===== config.mk =====
export PLATFORM = sky130hd
export DESIGN_NAME = bus_uart_tx_flat
export DESIGN_NICKNAME = d
export VERILOG_FILES = /design/src/rtl/bus_uart_tx_pkg.sv /design/src/rtl/bus_uart_tx_if.sv /design/src/rtl/bus_uart_tx_sync_fifo.sv /design/src/rtl/bus_uart_tx.sv /design/src/flat_wrapper.sv
export SDC_FILE = /design/constraint.sdc
export NUM_CORES = 1
export LEC_CHECK = 0
export CAP_MARGIN = 25
export CORE_MARGIN = 8
export CORE_UTILIZATION = 54
export CTS_CLUSTER_SIZE = 20
export DETAILED_ROUTE_END_ITERATION = 7
export GPL_ROUTABILITY_DRIVEN = 0
export PLACE_DENSITY = 0.91
export SKIP_LAST_GASP = 1
export SLEW_MARGIN = 20
export SYNTH_ARGS = -nofsm -noshare
export SYNTH_HDL_FRONTEND = slang
export SYNTH_SLANG_ARGS = --single-unit

===== constraint.sdc =====
create_clock -name clk -period 2.9 [get_ports clk]
set_clock_uncertainty 0.1 [all_clocks]
set_input_delay 0.725 -clock clk [delete_from_list [all_inputs] [get_ports clk]]
set_output_delay 0.725 -clock clk [all_outputs]
set_load 0.03 [all_outputs]

===== src/rtl/bus_uart_tx_pkg.sv =====
// Shared definitions for the memory-mapped UART transmitter: register map,
// STATUS bit positions and the framing FSM state type.
package bus_uart_pkg;

   localparam logic [1:0] OFF_TXDATA = 2'd0;
   localparam logic [1:0] OFF_STATUS = 2'd1;
   localparam logic [1:0] OFF_DIV    = 2'd2;
   localparam logic [1:0] OFF_RSVD   = 2'd3;

   localparam int ST_BUSY    = 0;
   localparam int ST_FULL    = 1;
   localparam int ST_EMPTY   = 2;
   localparam int ST_OVF     = 3;
   localparam int ST_CNT_LSB = 4;

   typedef enum logic [1:0] {IDLE, START, DATA, STOP} tx_state_t;

endpackage


===== src/rtl/bus_uart_tx_if.sv =====
// CPU memory-bus responder port. A write is a single-cycle strobe sampled on the
// rising edge; reads have no strobe and return data one cycle after the address.
interface bus_uart_tx_if;
   logic [31:0] memAddress;
   logic [31:0] memWriteData;
   logic        memWrite;
   logic [3:0]  byteMask;
   logic [31:0] memReadData;
   logic        sel;

   modport master (output memAddress, memWriteData, memWrite, byteMask,
                   input  memReadData, sel);
   modport slave  (input  memAddress, memWriteData, memWrite, byteMask,
                   output memReadData, sel);
endinterface


===== src/rtl/bus_uart_tx_sync_fifo.sv =====
// Single-clock FIFO with occupancy count. Pushes while full and pops while empty
// are ignored; full is judged on the pre-edge occupancy.
module sync_fifo #(
   parameter int WIDTH = 8,
   parameter int DEPTH = 8
) (
   input  logic                     clk,
   input  logic                     reset,
   input  logic                     push,
   input  logic                     pop,
   input  logic [WIDTH-1:0]         din,
   output logic [WIDTH-1:0]         dout,
   output logic                     full,
   output logic                     empty,
   output logic [$clog2(DEPTH):0]   count
);
   localparam int AW = $clog2(DEPTH);
   localparam int CW = AW + 1;

   logic [WIDTH-1:0] mem [DEPTH];
   logic [AW-1:0]    wrPtr;
   logic [AW-1:0]    rdPtr;
   logic             doPush;
   logic             doPop;

   assign full   = (count == CW'(DEPTH));
   assign empty  = (count == '0);
   assign doPush = push && !full;
   assign doPop  = pop && !empty;
   assign dout   = mem[rdPtr];

   always_ff @(posedge clk) begin
      if (doPush) mem[wrPtr] <= din;
   end

   // Depth is a power of two, so pointers wrap naturally.
   always_ff @(posedge clk or negedge reset) begin
      if (!reset) begin
         wrPtr <= '0;
         rdPtr <= '0;
         count <= '0;
      end else begin
         if (doPush) wrPtr <= wrPtr + AW'(1);
         if (doPop)  rdPtr <= rdPtr + AW'(1);
         case ({doPush, doPop})
            2'b10:   count <= count + CW'(1);
            2'b01:   count <= count - CW'(1);
            default: count <= count;
         endcase
      end
   end
endmodule


===== src/rtl/bus_uart_tx.sv =====
// Memory-mapped 8N1 UART transmitter: register window on the CPU bus, TX FIFO,
// and a framing FSM driving the registered tx line.
module bus_uart_tx
   import bus_uart_pkg::*;
#(
   parameter logic [31:0] BASE_ADDR    = 32'h0001_0000,
   parameter int          CLKS_PER_BIT = 52,
   parameter int          FIFO_DEPTH   = 8
) (
   input  logic          clk,
   input  logic          reset,
   bus_uart_tx_if.slave  bus,
   output logic          tx,
   output tx_state_t     dbgState
);
   localparam int             CW        = $clog2(FIFO_DEPTH) + 1;
   localparam logic [15:0]    DIV_RESET = 16'(CLKS_PER_BIT);

   logic          hit;
   logic [1:0]    offset;
   logic          wrEn;
   logic          pushReq;
   logic          popReq;
   logic [7:0]    fifoData;
   logic          fifoFull;
   logic          fifoEmpty;
   logic [CW-1:0] fifoCount;
   logic          overflow;
   logic [15:0]   divReg;
   logic [31:0]   statusWord;
   logic [31:0]   readMux;
   logic          unusedBits;

   tx_state_t     state, nextState;
   logic [15:0]   cnt, cntNext;
   logic [7:0]    shiftReg, shiftNext;
   logic [2:0]    bitIdx, bitNext;
   logic          txNext;
   logic [15:0]   reloadVal;
   logic          cntZero;

   assign hit        = (bus.memAddress[31:4] == BASE_ADDR[31:4]);
   assign bus.sel    = hit;
   assign offset     = bus.memAddress[3:2];
   assign wrEn       = bus.memWrite && hit;
   assign pushReq    = wrEn && (offset == OFF_TXDATA) && bus.byteMask[0];
   assign unusedBits = ^{bus.memAddress[1:0], bus.memWriteData[31:16]};

   sync_fifo #(.WIDTH(8), .DEPTH(FIFO_DEPTH)) txFifo (
      .clk   (clk),
      .reset (reset),
      .push  (pushReq),
      .pop   (popReq),
      .din   (bus.memWriteData[7:0]),
      .dout  (fifoData),
      .full  (fifoFull),
      .empty (fifoEmpty),
      .count (fifoCount)
   );

   // ---------------- register file ----------------
   always_ff @(posedge clk or negedge reset) begin
      if (!reset) begin
         overflow <= 1'b0;
         divReg   <= DIV_RESET;
      end else begin
         if (pushReq && fifoFull)
            overflow <= 1'b1;
         else if (wrEn && (offset == OFF_STATUS) && bus.byteMask[0] && bus.memWriteData[ST_OVF])
            overflow <= 1'b0;
         if (wrEn && (offset == OFF_DIV)) begin
            if (bus.byteMask[0]) divReg[7:0]  <= bus.memWriteData[7:0];
            if (bus.byteMask[1]) divReg[15:8] <= bus.memWriteData[15:8];
         end
      end
   end

   always_comb begin
      statusWord                     = '0;
      statusWord[ST_BUSY]            = (state != IDLE);
      statusWord[ST_FULL]            = fifoFull;
      statusWord[ST_EMPTY]           = fifoEmpty;
      statusWord[ST_OVF]             = overflow;
      statusWord[ST_CNT_LSB +: 4]    = 4'(fifoCount);
   end

   always_comb begin
      readMux = '0;
      case (offset)
         OFF_STATUS: readMux = statusWord;
         OFF_DIV:    readMux = {16'h0000, divReg};
         default:    readMux = '0;
      endcase
   end

   always_ff @(posedge clk or negedge reset) begin
      if (!reset) bus.memReadData <= '0;
      else        bus.memReadData <= hit ? readMux : '0;
   end

   // ---------------- framing FSM ----------------
   // DIV is sampled only at counter reloads, so a mid-frame write never cuts a bit short.
   assign reloadVal = (divReg == 16'd0) ? 16'd0 : (divReg - 16'd1);
   assign cntZero   = (cnt == 16'd0);
   assign dbgState  = state;

   always_ff @(posedge clk or negedge reset) begin
      if (!reset) begin
         state    <= IDLE;
         cnt      <= '0;
         shiftReg <= '0;
         bitIdx   <= '0;
         tx       <= 1'b1;
      end else begin
         state    <= nextState;
         cnt      <= cntNext;
         shiftReg <= shiftNext;
         bitIdx   <= bitNext;
         tx       <= txNext;
      end
   end

   always_comb begin
      nextState = state;
      case (state)
         IDLE:    if (!fifoEmpty)                  nextState = START;
         START:   if (cntZero)                     nextState = DATA;
         DATA:    if (cntZero && bitIdx == 3'd7)   nextState = STOP;
         STOP:    if (cntZero)                     nextState = IDLE;
         default:                                  nextState = IDLE;
      endcase
   end

   always_comb begin
      popReq    = 1'b0;
      cntNext   = cnt;
      shiftNext = shiftReg;
      bitNext   = bitIdx;
      txNext    = tx;
      case (state)
         IDLE: begin
            txNext = 1'b1;
            if (!fifoEmpty) begin
               popReq    = 1'b1;
               shiftNext = fifoData;
               txNext    = 1'b0;
               cntNext   = reloadVal;
            end
         end
         START: begin
            if (cntZero) begin
               cntNext   = reloadVal;
               txNext    = shiftReg[0];
               shiftNext = {1'b0, shiftReg[7:1]};
               bitNext   = 3'd0;
            end else begin
               cntNext   = cnt - 16'd1;
            end
         end
         DATA: begin
            if (cntZero) begin
               cntNext = reloadVal;
               if (bitIdx == 3'd7) begin
                  txNext = 1'b1;
               end else begin
                  txNext    = shiftReg[0];
                  shiftNext = {1'b0, shiftReg[7:1]};
                  bitNext   = bitIdx + 3'd1;
               end
            end else begin
               cntNext = cnt - 16'd1;
            end
         end
         STOP: begin
            txNext = 1'b1;
            if (!cntZero) cntNext = cnt - 16'd1;
         end
         default: txNext = 1'b1;
      endcase
   end
endmodule


===== src/flat_wrapper.sv =====
// flat-port wrapper written by rule: the top's interface ports become plain ports
module bus_uart_tx_flat import bus_uart_pkg::*;
#(
   parameter logic [31:0] BASE_ADDR    = 32'h0001_0000,
   parameter int          CLKS_PER_BIT = 52,
   parameter int          FIFO_DEPTH   = 8
)
  (clk, reset, tx, dbgState, bus_memAddress, bus_memWriteData, bus_memWrite, bus_byteMask, bus_memReadData, bus_sel);
  bus_uart_tx_if bus_i ();
  input  logic clk;
  input  logic reset;
  output logic tx;
  output tx_state_t dbgState;
  input wire logic [$bits(bus_i.memAddress)-1:0] bus_memAddress;
  input wire logic [$bits(bus_i.memWriteData)-1:0] bus_memWriteData;
  input wire logic [$bits(bus_i.memWrite)-1:0] bus_memWrite;
  input wire logic [$bits(bus_i.byteMask)-1:0] bus_byteMask;
  output wire logic [$bits(bus_i.memReadData)-1:0] bus_memReadData;
  output wire logic [$bits(bus_i.sel)-1:0] bus_sel;
  assign bus_i.memAddress = bus_memAddress;
  assign bus_i.memWriteData = bus_memWriteData;
  assign bus_i.memWrite = bus_memWrite;
  assign bus_i.byteMask = bus_byteMask;
  assign bus_memReadData = bus_i.memReadData;
  assign bus_sel = bus_i.sel;
  bus_uart_tx #(.BASE_ADDR(BASE_ADDR), .CLKS_PER_BIT(CLKS_PER_BIT), .FIFO_DEPTH(FIFO_DEPTH)) u_core (.clk(clk), .reset(reset), .bus(bus_i), .tx(tx), .dbgState(dbgState));
endmodule

* Yosys cells after proc, flatten, opt, wreduce, memory -nomap -nowiden *
Memory sizes are Yosys's and may differ from the RTL's.
Index checks and enable logic that the tools add are counted.

word-level totals
  register bits after elaboration = 89
  RAM bits = 64
  input bits = 71
  output and inout port bits = 36
  word-level logic and storage cells = 101
  memories kept = 1

memory list
  name               depth  width  rd ports  clocked after Yosys merged registers in  wr ports  line                         source
  u_core.txFifo.mem  8      8      1         0                                        1         bus_uart_tx_sync_fifo.sv:20  logic [WIDTH-1:0] mem [DEPTH];

cells by class
  add/sub/neg operators = 7
  equality and inequality tests = 17
  muxes and demuxes = 33
  reduce and logical (&&, ||, !) cells = 31

operators by type and width
  cell                     number
  $mux W16                 5
  $pmux W16 S3             1
  $logic_not A16 Y1        2
  $mux W8                  4
  $pmux W16 S2             1
  $sub A16 B1 Y16 const B  2
  $eq A28 B13 Y1 const B   1
  $pmux W8 S3              1
  $logic_and A1 B1 Y1      11
  $mux W1                  10
  $add A3 B1 Y3 const B    3
  $mux W3                  3
  $eq A2 B2 Y1 const B     4
  $mux W2                  4
  $ne A2 B1 Y1 const B     4
  $pmux W2 S4              1
  $pmux W4 S2              1
  $reduce_and A2 Y1        4
  $reduce_and A4 Y1        2
  $reduce_bool A2 Y1       4
  $eq A2 B1 Y1 const B     3
  $ne A2 B2 Y1 const B     3
  $pmux W3 S2              1
  $reduce_and A5 Y1        1
  other kinds (10)         12

* Logic depth before layout (Yosys ltp) *
Gate-level depths: netlist of the first run.

  word-level depth = 7
  mapped depth = 13
  depth with buffers taken out = 12

* Hierarchy *
From an unflattened synthesis of the first run, not the netlist that was laid out.

second synthesis, totals
  cells, all modules = 509
  area, all modules = 6,745.2 µm²

modules (own cells, without submodules)
  module       times used  cells an instance  area each (µm²)  seq. area each (µm²)
  bus_uart_tx  1           349                3,611.0          1,581.5
  sync_fifo    1           160                3,134.3          2,172.1

* Worst setup path before layout of the first run *
No wires, ideal clock.

  kind = input port to flip-flop
  start = in bus_memAddress[14]
  end = reg u_core.txFifo.count[2]
  library setup time = 127 ps
  arrival time = 2,821 ps
  required time = 2,673 ps
  setup slack = -148 ps
  stages = 13
  path buffers = 1
  cells stage by stage = nor4b_1 > nand4_1 > nor2_1 > and4_1 > clkbuf_1 > inv_1 > ha_1 > xor2_1 > ha_1 > a21oi_1 > xor2_1 > nor2_1 > xor2_1

between the ends
  cells in the longest elaborated chain, start to end = 7
  elaborated cells on any way between the ends = 9
  those cells by class = 3 x eq/ne; 1 x mux; 5 x reduce/logical

ends and longest elaborated chain
  item                                                      line                         source
  start: declaration                                        flat_wrapper.sv:14           input wire logic [$bits(bus_i.memAddress)-1:0] bus_memAddress;
  $eq A28 B13 Y1 (*)                                        bus_uart_tx.sv:42            assign hit = (bus.memAddress[31:4] == BASE_ADDR[31:4]);
  $logic_and A1 B1 Y1 (*)                                   bus_uart_tx.sv:45            assign wrEn = bus.memWrite && hit;
  $logic_and A1 B1 Y1 (*) (2 in a row)                      bus_uart_tx.sv:46            assign pushReq = wrEn && (offset == OFF_TXDATA) && bus.byteMask[0];
  $logic_and A1 B1 Y1 (*)                                   bus_uart_tx_sync_fifo.sv:28  assign doPush = push && !full;
  $eq A2 B1 Y1 / $eq A2 B2 Y1 (equally long branches)       bus_uart_tx_sync_fifo.sv:45  case ({doPush, doPop})
  $pmux W4 S2 / $reduce_bool A2 Y1 (equally long branches)  n/a
  end signal: assignment                                    bus_uart_tx_sync_fifo.sv:46  2'b10: count <= count + CW'(1);
  end signal: assignment                                    bus_uart_tx_sync_fifo.sv:47  2'b01: count <= count - CW'(1);
  end signal: assignment                                    bus_uart_tx_sync_fifo.sv:48  default: count <= count;
  end: declaration                                          bus_uart_tx_sync_fifo.sv:15  output logic [$clog2(DEPTH):0] count

Mark *: on every way between the ends. The rest lies on a longest branch, timed or not.
A chain may end at the register's enable or synchronous reset.

* Final worst setup path of the first run *
  start = in bus_memAddress[18]
  end = reg u_core.txFifo.count[2]

Same word-level chain as after synthesis.

==> implementation parameters, run 1 <==
Parameter                              Value

Place
  # placed instances    738
  Input/output buffers    70
  Post-placement cell area    7430 um2
  HPWL after detailed placement    about 11 mm

Power
  Worst IR Drop VDD    480 uV
  Proportion of power drawn by the clock network    0.490
  Power density over cell area    between 500 and 600 nW/um2
  Static leakage power    0.00346 uW
  Cell Int Power    between 3000 and 4000 uW
  Part of the power in combinational logic    0.046
  Power share of the sequential group    0.464
  Fraction of power spent switching nets    0.223
  Switching pwr    1010 uW

Layout
  Fraction of final layout cells with drive strength greater than 1    0.223
  Final cell count without fillers    777
  Most frequent cells in the layout    sky130_fd_sc_hd__dfrtp_1, sky130_fd_sc_hd__edfxtp_1, sky130_fd_sc_hd__clkdlybuf4s50_1
  Share of the core filled with cells in the final layout    0.691
  Nets    around 700
  Final std cell area, no fill    8240 um2
  Leading cell type in the layout, fill and taps excluded    sky130_fd_sc_hd__dfrtp_1
  Area added between synthesis and finish    26.5%
  Fill cells    710

Routing
  First-pass detailed-route iteration total    7
  Count of vias placed by the detailed router    around 5000
  Final WL    19.1 mm
  Post-route DRC    0
  Average wire per cell in the routed design    24.6 um
  Number of vias per cell after detailed routing    6.45
  Post-route ant nets    0
  Number of violations reported at the end of detailed-routing iteration 0    496

Timing
  Total setup violations reported at the end of the flow    3
  Period utilization    1.02
  Worst Setup Slack, final    -0.0552 ns
  Max transition margin    0.387
  Setup TNS    -0.128 ns
  Fmax    about 340 MHz
  Worst Hold Slack    0.265 ns
  Number of pins with negative max-slew slack in the final report    0
  Minimum clock period    2.96 ns
  Actual transition at the worst max-transition pin    0.913 ns
  Hold Fails Final Rpt    0

Clock tree
  TritonCTS clock tree    done
  Clock root buffer master    sky130_fd_sc_hd__clkbuf_16
  Clock sinks    137
  Hold bufs inserted after CTS    0
  H-tree depth    4
  Clock slew at reported path FFs    0.06 ns
  Total clock buffers created by CTS    17
  Latest clock arrival within the worst-skew pair    0.43 ns
  Maximum buffer depth of the clock tree    2

Floorplanning
  Horizontal die dimension    126 um
  Die height    126 um
  Starting density of the core    0.547
  Die area    15800 um2
  Core ar.    11900 um2
  Number of I/O pins    107
  Std-Cell Rows    40

Global routing
  Via count of the first global-routing pass    5145
  Largest net degree at the start of global routing    44
  Overall fraction of global-route tracks in use    0.234
  Wire length of the first global-routing pass    28.7 mm
  Number of antenna violations at the first check in global routing    1
  GR Overflow Total    0

Synth
  Count of flip-flops with a built-in enable after synthesis    64
  Prevailing post-synth register cell    sky130_fd_sc_hd__dfrtp_1
  Adder and majority gate portion of the synthesized area    0.0346
  Post-synth design cell area    approximately 6500 um2
  Number of instances in the synthesized netlist    roughly 520
  Portion of the post-synthesis area used by sequential elements    0.576
  Area share of xor/xnor cells in the synthesized design    0.0309
  Dominant combinational cell family by area after synthesis    simple AND/OR/NAND/NOR gates
  Compound-cell area share of the yosys netlist    0.0922
  Count of state elements after synthesis    about 140
  Proportion of register bits with asynchronous set or reset after synthesis    0.533
  Simple-gate portion of the synthesized area    0.122
  Mux cell area share after synthesis    0.100
  Count of different cell masters after synthesis    63
  YS warnings    0
  Syn_area_per_cell    around 13 um2

Flow run
  Max-capacitance violation count    0

Critical path
  Longest individual stage delay on the worst path    roughly 0.43 ns
  Critical R2R Launch    u_core.divReg[0]$_DFFE_PN0P_
  Worst R2R Path Depth    8
  Worst r2r dst    u_core.cnt[11]$_DFFE_PN0P_
  CP endpoint kind    flop
  Setup crit start kind    primary input
  Critical Path RT    3.14 ns
  Number of buffers and inverters on the critical path    2
  Crit path cell chain    clkdlybuf4s50_1 -> nor4_2 -> nand3_1 -> nor2_4 -> and4_4 -> inv_4 -> ha_4 -> xor2_2 -> ha_2 -> a21oi_2 -> xor2_1 -> nor2_1 -> xor2_1
  Minimum setup slack among reg-to-reg paths    0.08 ns
  Crit path max-delay cell type    sky130_fd_sc_hd__clkdlybuf4s50_1
  CP most frequent cell    sky130_fd_sc_hd__xor2_1
  Arrival time reported for the critical path endpoint    3.19 ns
  Worst path top cell family by delay    simple AND/OR/NAND/NOR gates
  Maximum fanout along the worst path    3
  Crit Path Category    primary input to flop

Outcome
  Status    finished with violations
  Failing checks    setup timing

Worst hold path
  Path class of the lowest-slack min-delay path    primary input to async pin
## final cells by class
cell class / count / area (um2) / area share
Sequential cell: 137 / 3750 / 0.456
Multi-Input combinational cell: 345 / 2660 / 0.323
Timing Repair Buffer: 101 / 977 / 0.119
Clock buffer: 19 / 433 / 0.0526
Tap cell: 147 / 184 / 0.0223
Clock inverter: 13 / 169 / 0.0205
Inverter: 14 / 57.6 / 0.00699
Antenna cell: 1 / 2.50 / 0.000304
## what timing repair did
item                                    4_1_cts  5_1_grt
gates resized for setup                      11       40
endpoints found under the setup margin        3       69
buffers inserted                              1        4
pin swaps                                     6       17
cloned                                        0        1
## metrics by stage
stage	setup WS (ns)	total power [uW]
after detailed placement	-0.450	2330
after CTS	0.000784	4530
after floorplan	0.0273	2220
final	-0.0552	4530
after global placement	-0.367	2320
after global routing	-0.131	4650
## cell usage after synthesis, types with 4 or more instances
cell type                   n  share of area
sky130_fd_sc_hd__a21oi_1   19          0.015
sky130_fd_sc_hd__a22oi_1    7         0.0081
sky130_fd_sc_hd__and3_1     9         0.0086
sky130_fd_sc_hd__buf_2      7         0.0054
sky130_fd_sc_hd__buf_4     18          0.021
sky130_fd_sc_hd__clkbuf_1  10         0.0058
sky130_fd_sc_hd__dfrtp_1   69           0.27
sky130_fd_sc_hd__dfstp_2    4          0.016
sky130_fd_sc_hd__edfxtp_1  64           0.30
sky130_fd_sc_hd__ha_1      18          0.035
sky130_fd_sc_hd__inv_1     14         0.0081
sky130_fd_sc_hd__mux2_2    19          0.033
sky130_fd_sc_hd__mux2i_1    8          0.012
sky130_fd_sc_hd__mux4_2    16          0.055
sky130_fd_sc_hd__nand2_1   39          0.022
sky130_fd_sc_hd__nand3_1    4         0.0031
sky130_fd_sc_hd__nor2_1    49          0.028
sky130_fd_sc_hd__nor3_1    14          0.011
sky130_fd_sc_hd__nor4_1    10         0.0096
sky130_fd_sc_hd__o21ai_0   29          0.022
sky130_fd_sc_hd__o221ai_1   6         0.0081
sky130_fd_sc_hd__xnor2_1   13          0.017
sky130_fd_sc_hd__xor2_1    10          0.013
## how the worst max path moves through the flow
stage          cells past startpoint                                  to  slack (ns)          startpoint
6_report                          13  u_core.txFifo.count[2]$_DFFE_PN0P_       -0.06  bus_memAddress[18]
3_5_place_dp                      13  u_core.txFifo.count[3]$_DFFE_PN0P_       -0.45  bus_memAddress[17]
2_1_floorplan                     13  u_core.txFifo.count[2]$_DFFE_PN0P_        0.03  bus_memAddress[14]
5_1_grt                           13  u_core.txFifo.count[2]$_DFFE_PN0P_       -0.13  bus_memAddress[18]
4_1_cts                            6                             bus_sel      0.0008  bus_memAddress[10]
3_3_place_gp                      13  u_core.txFifo.count[3]$_DFFE_PN0P_       -0.37   bus_memAddress[6]
## power by group through the flow
stage	Sequential (uW)	Combinational [uW]	Clock, uW
finish	2100	209	2220
detailed placement	2140	191	0
floorplan	2130	87.0	0
CTS	2100	198	2230
global route	2110	226	2320
global placement	2130	180	0
## worst register-to-register path: cells and delay by family (launching register included)
family | cells | cell delay (ns)
AO/OA/AOI/OAI | 2 | 0.82
adder cells (fa/ha/maj) | 1 | 0.24
buffers and inverters | 1 | 0.11
flip-flops | 1 | 0.45
AND/OR/NAND/NOR | 4 | 0.98
## registers in the layout, indices dropped and copies added (netlist names), 4 cells and up
name and cells:
u_core.divReg 16, u_core.bus.memReadData 16, u_core.txFifo.count 4, u_core.txFifo.mem 64, u_core.shiftReg 8, u_core.cnt 16
## metal layers
metal	track usage	part of all wire	vias up
li1	-	-	2080
met1	0.254	0.34	2486
met2	0.400	0.52	369
met3	0.0764	0.089	78
met4	0.127	0.058	0
met5	0	0	-
## cells by family (layout without fill, tap and decap cells)
| logic type | count (synthesis) | in the layout |
|---|---|---|
| compound gates | 91 | 91 |
| xor+xnor | 23 | 23 |
| fa+ha+maj | 18 | 18 |
| buf+inv | 52 | 147 |
| flops | 137 | 137 |
| mux | 43 | 43 |
| other cells | 1 | 17 |
| simple gates | 154 | 154 |
Power figures use the tool's default switching activity.
==> run 2, diff against run 1 <==
==> constraint.sdc (replaced) <==
create_clock -name clk -period 2.9 [get_ports clk]
set_clock_uncertainty 0.1 [all_clocks]
set_input_delay 0.87 -clock clk [delete_from_list [all_inputs] [get_ports clk]]
set_output_delay 0.87 -clock clk [all_outputs]
set_load 0.03 [all_outputs]
==> implementation parameters, run 2 (synthesis gave the netlist of run 1 again) <==
Parameter                              Value

Layout
  Most flop-heavy register    u_core.txFifo.mem
  Most frequent cells in the layout    sky130_fd_sc_hd__dfrtp_1, sky130_fd_sc_hd__edfxtp_1, sky130_fd_sc_hd__nor2_1
  Fill cells    between 700 and 800
  Fraction of final layout cells with drive strength greater than 1    0.215
  Area added between synthesis and finish    25.2%
  Number of diodes    0
  Max FFs per register    64
  Nets    705
  Leading cell type in the layout, fill and taps excluded    sky130_fd_sc_hd__dfrtp_1
  Share of the core filled with cells in the final layout    0.684

Timing
  Worst Setup Slack, final    0.0496 ns
  Period utilization    0.983
  Max transition margin    0.437
  Minimum clock period    between 2 and 3 ns
  Hold Fails Final Rpt    0
  Total setup violations reported at the end of the flow    0
  Fmax    351 MHz
  Setup TNS    0 ns
  Actual transition at the worst max-transition pin    0.839 ns
  Number of pins with negative max-slew slack in the final report    0

Place
  Input/output buffers    70
  Worst setup slack before clock tree synthesis    -0.632 ns
  HPWL after detailed placement    10.3 mm

Clock tree
  Total clock buffers created by CTS    17
  Hold bufs inserted after CTS    0
  Clock sinks    roughly 140
  H-tree depth    4
  TritonCTS clock tree    done
  Maximum buffer depth of the clock tree    2
  Clock slew at reported path FFs    0.06 ns
  Latest clock arrival within the worst-skew pair    0.42 ns
  Clock root buffer master    sky130_fd_sc_hd__clkbuf_16

Global routing
  GR Overflow Total    0
  Overall fraction of global-route tracks in use    0.212
  Via count of the first global-routing pass    roughly 5000
  Largest net degree at the start of global routing    74
  Number of antenna violations at the first check in global routing    0
  Wire length of the first global-routing pass    26.2 mm

Routing
  Post-route ant nets    0
  Final WL    between 15 and 20 mm
  Count of vias placed by the detailed router    ~4800
  Average wire per cell in the routed design    21.1 um
  Number of violations reported at the end of detailed-routing iteration 0    482
  Post-route DRC    0
  Number of vias per cell after detailed routing    ~6.2
  First-pass detailed-route iteration total    6

Floorplanning
  Die height    126 um
  Horizontal die dimension    126 um
  Starting density of the core    0.547
  Die area    15800 um2
  Std-Cell Rows    40
  Number of I/O pins    107
  Core ar.    11900 um2

Critical path
  Crit Path Category    primary input to output pin
  Arrival time reported for the critical path endpoint    ~1.9 ns
  Worst path top cell family by delay    simple AND/OR/NAND/NOR gates
  Number of buffers and inverters on the critical path    3
  Crit path cell chain    dlygate4sd2_1 -> nor4b_2 -> nand4_1 -> nor2_2 -> buf_6 -> buf_6
  Critical Path RT    1.93 ns
  Maximum fanout along the worst path    2
  CP most frequent cell    sky130_fd_sc_hd__buf_6
  Longest individual stage delay on the worst path    0.26 ns
  Setup crit start kind    primary input
  CP endpoint kind    output pin
  Crit path max-delay cell type    sky130_fd_sc_hd__nor4b_2

Flow run
  Max-capacitance violation count    0

Power
  Worst IR Drop VDD    between 500 and 600 uV
  Power density over cell area    between 500 and 600 nW/um2
  Static leakage power    0.00334 uW

Outcome
  Status    finished, final reports clean

Worst hold path
  Path class of the lowest-slack min-delay path    primary input to async pin
==> run 2: changes by cell type in the layout (fill, tap and decap cells not counted), sizes merged <==
cell / change
inv: -3
clkdlybuf4s50: -9
clkinvlp: +1
clkdlybuf4s15: +10
dlymetal6s2s: -15
diode: -1
clkbuf: -2
dlygate4sd2: +17
bufinv: +1
==> run 2: worst register-to-register path, stage by stage (launching register included) <==
cell,delay (ns)
sky130_fd_sc_hd__dfrtp_1,0.43
sky130_fd_sc_hd__inv_1,0.10
sky130_fd_sc_hd__ha_1,0.26
sky130_fd_sc_hd__or4b_4,0.53
sky130_fd_sc_hd__nor2b_4,0.22
sky130_fd_sc_hd__nand2_2,0.11
sky130_fd_sc_hd__o211ai_4,0.37
sky130_fd_sc_hd__nor2_1,0.11
sky130_fd_sc_hd__a221o_1,0.26
==> run 2: cell type report <==
cell class              instances  area, um2  area share
well taps                     147        184      0.0226
clock buffers                  20        447      0.0548
inverters                      14       52.6     0.00645
flip-flops and latches        137       3750       0.460
repair buffers                101        927       0.114
clock inverters                12        173      0.0212
multi-input cells             345       2620       0.321
==> run 2: worst paths after layout <==
kind	start	end	slack, ns	cells after the start
min reg2reg	u_core.tx$_DFFE_PN1P_	u_core.tx$_DFFE_PN1P_	0.38	2
max reg2reg	u_core.divReg[0]$_DFFE_PN0P_	u_core.cnt[11]$_DFFE_PN0P_	0.29	8
min	reset	u_core.bus.memReadData[8]$_DFF_PN0_	0.35	2
max	bus_memAddress[14]	bus_sel	0.05	6
min in group clk	u_core.tx$_DFFE_PN1P_	u_core.tx$_DFFE_PN1P_	0.38	2
max in group asynchronous	reset	u_core.divReg[2]$_DFFE_PN1P_	1.98	2
==> run 2: power by group <==
group	internal (uW)	switching, uW
clock network	1460	825
registers	2080	26.8
logic	76.2	109
==> run 2: repair_timing <==
action | CTS | global route
buffers inserted | 1 | 1
endpoints found under the setup margin | 3 | 5
pin swaps | 10 | 13
gates resized for setup | 31 | 15
==> run 2: stage by stage <==
step / power [uW] / std cells / hold WS, ns / instance area, um2
6_report: 4570 / 776 / 0.349 / 8150
5_1_grt: 4680 / 776 / 0.384 / 8150
4_1_cts: 4590 / 775 / 0.378 / 8110
3_5_place_dp: 2330 / 742 / 0.374 / 7500
3_3_place_gp: 2320 / 742 / 0.360 / 7500
2_1_floorplan: 2220 / 534 / 0.349 / 6630
==> run 2: routing by layer <==
| metal | vias up | wire length, um | global-route usage | part of all wire |
|---|---|---|---|---|
| met4 | 0 | 469 | 0.102 | 0.029 |
| li1 | 2082 | - | - | - |
| met3 | 52 | 1210 | 0.0654 | 0.074 |
| met1 | 2388 | 6370 | 0.244 | 0.39 |
| met5 | - | 0 | 0 | 0 |
| met2 | 259 | 8290 | 0.354 | 0.51 |
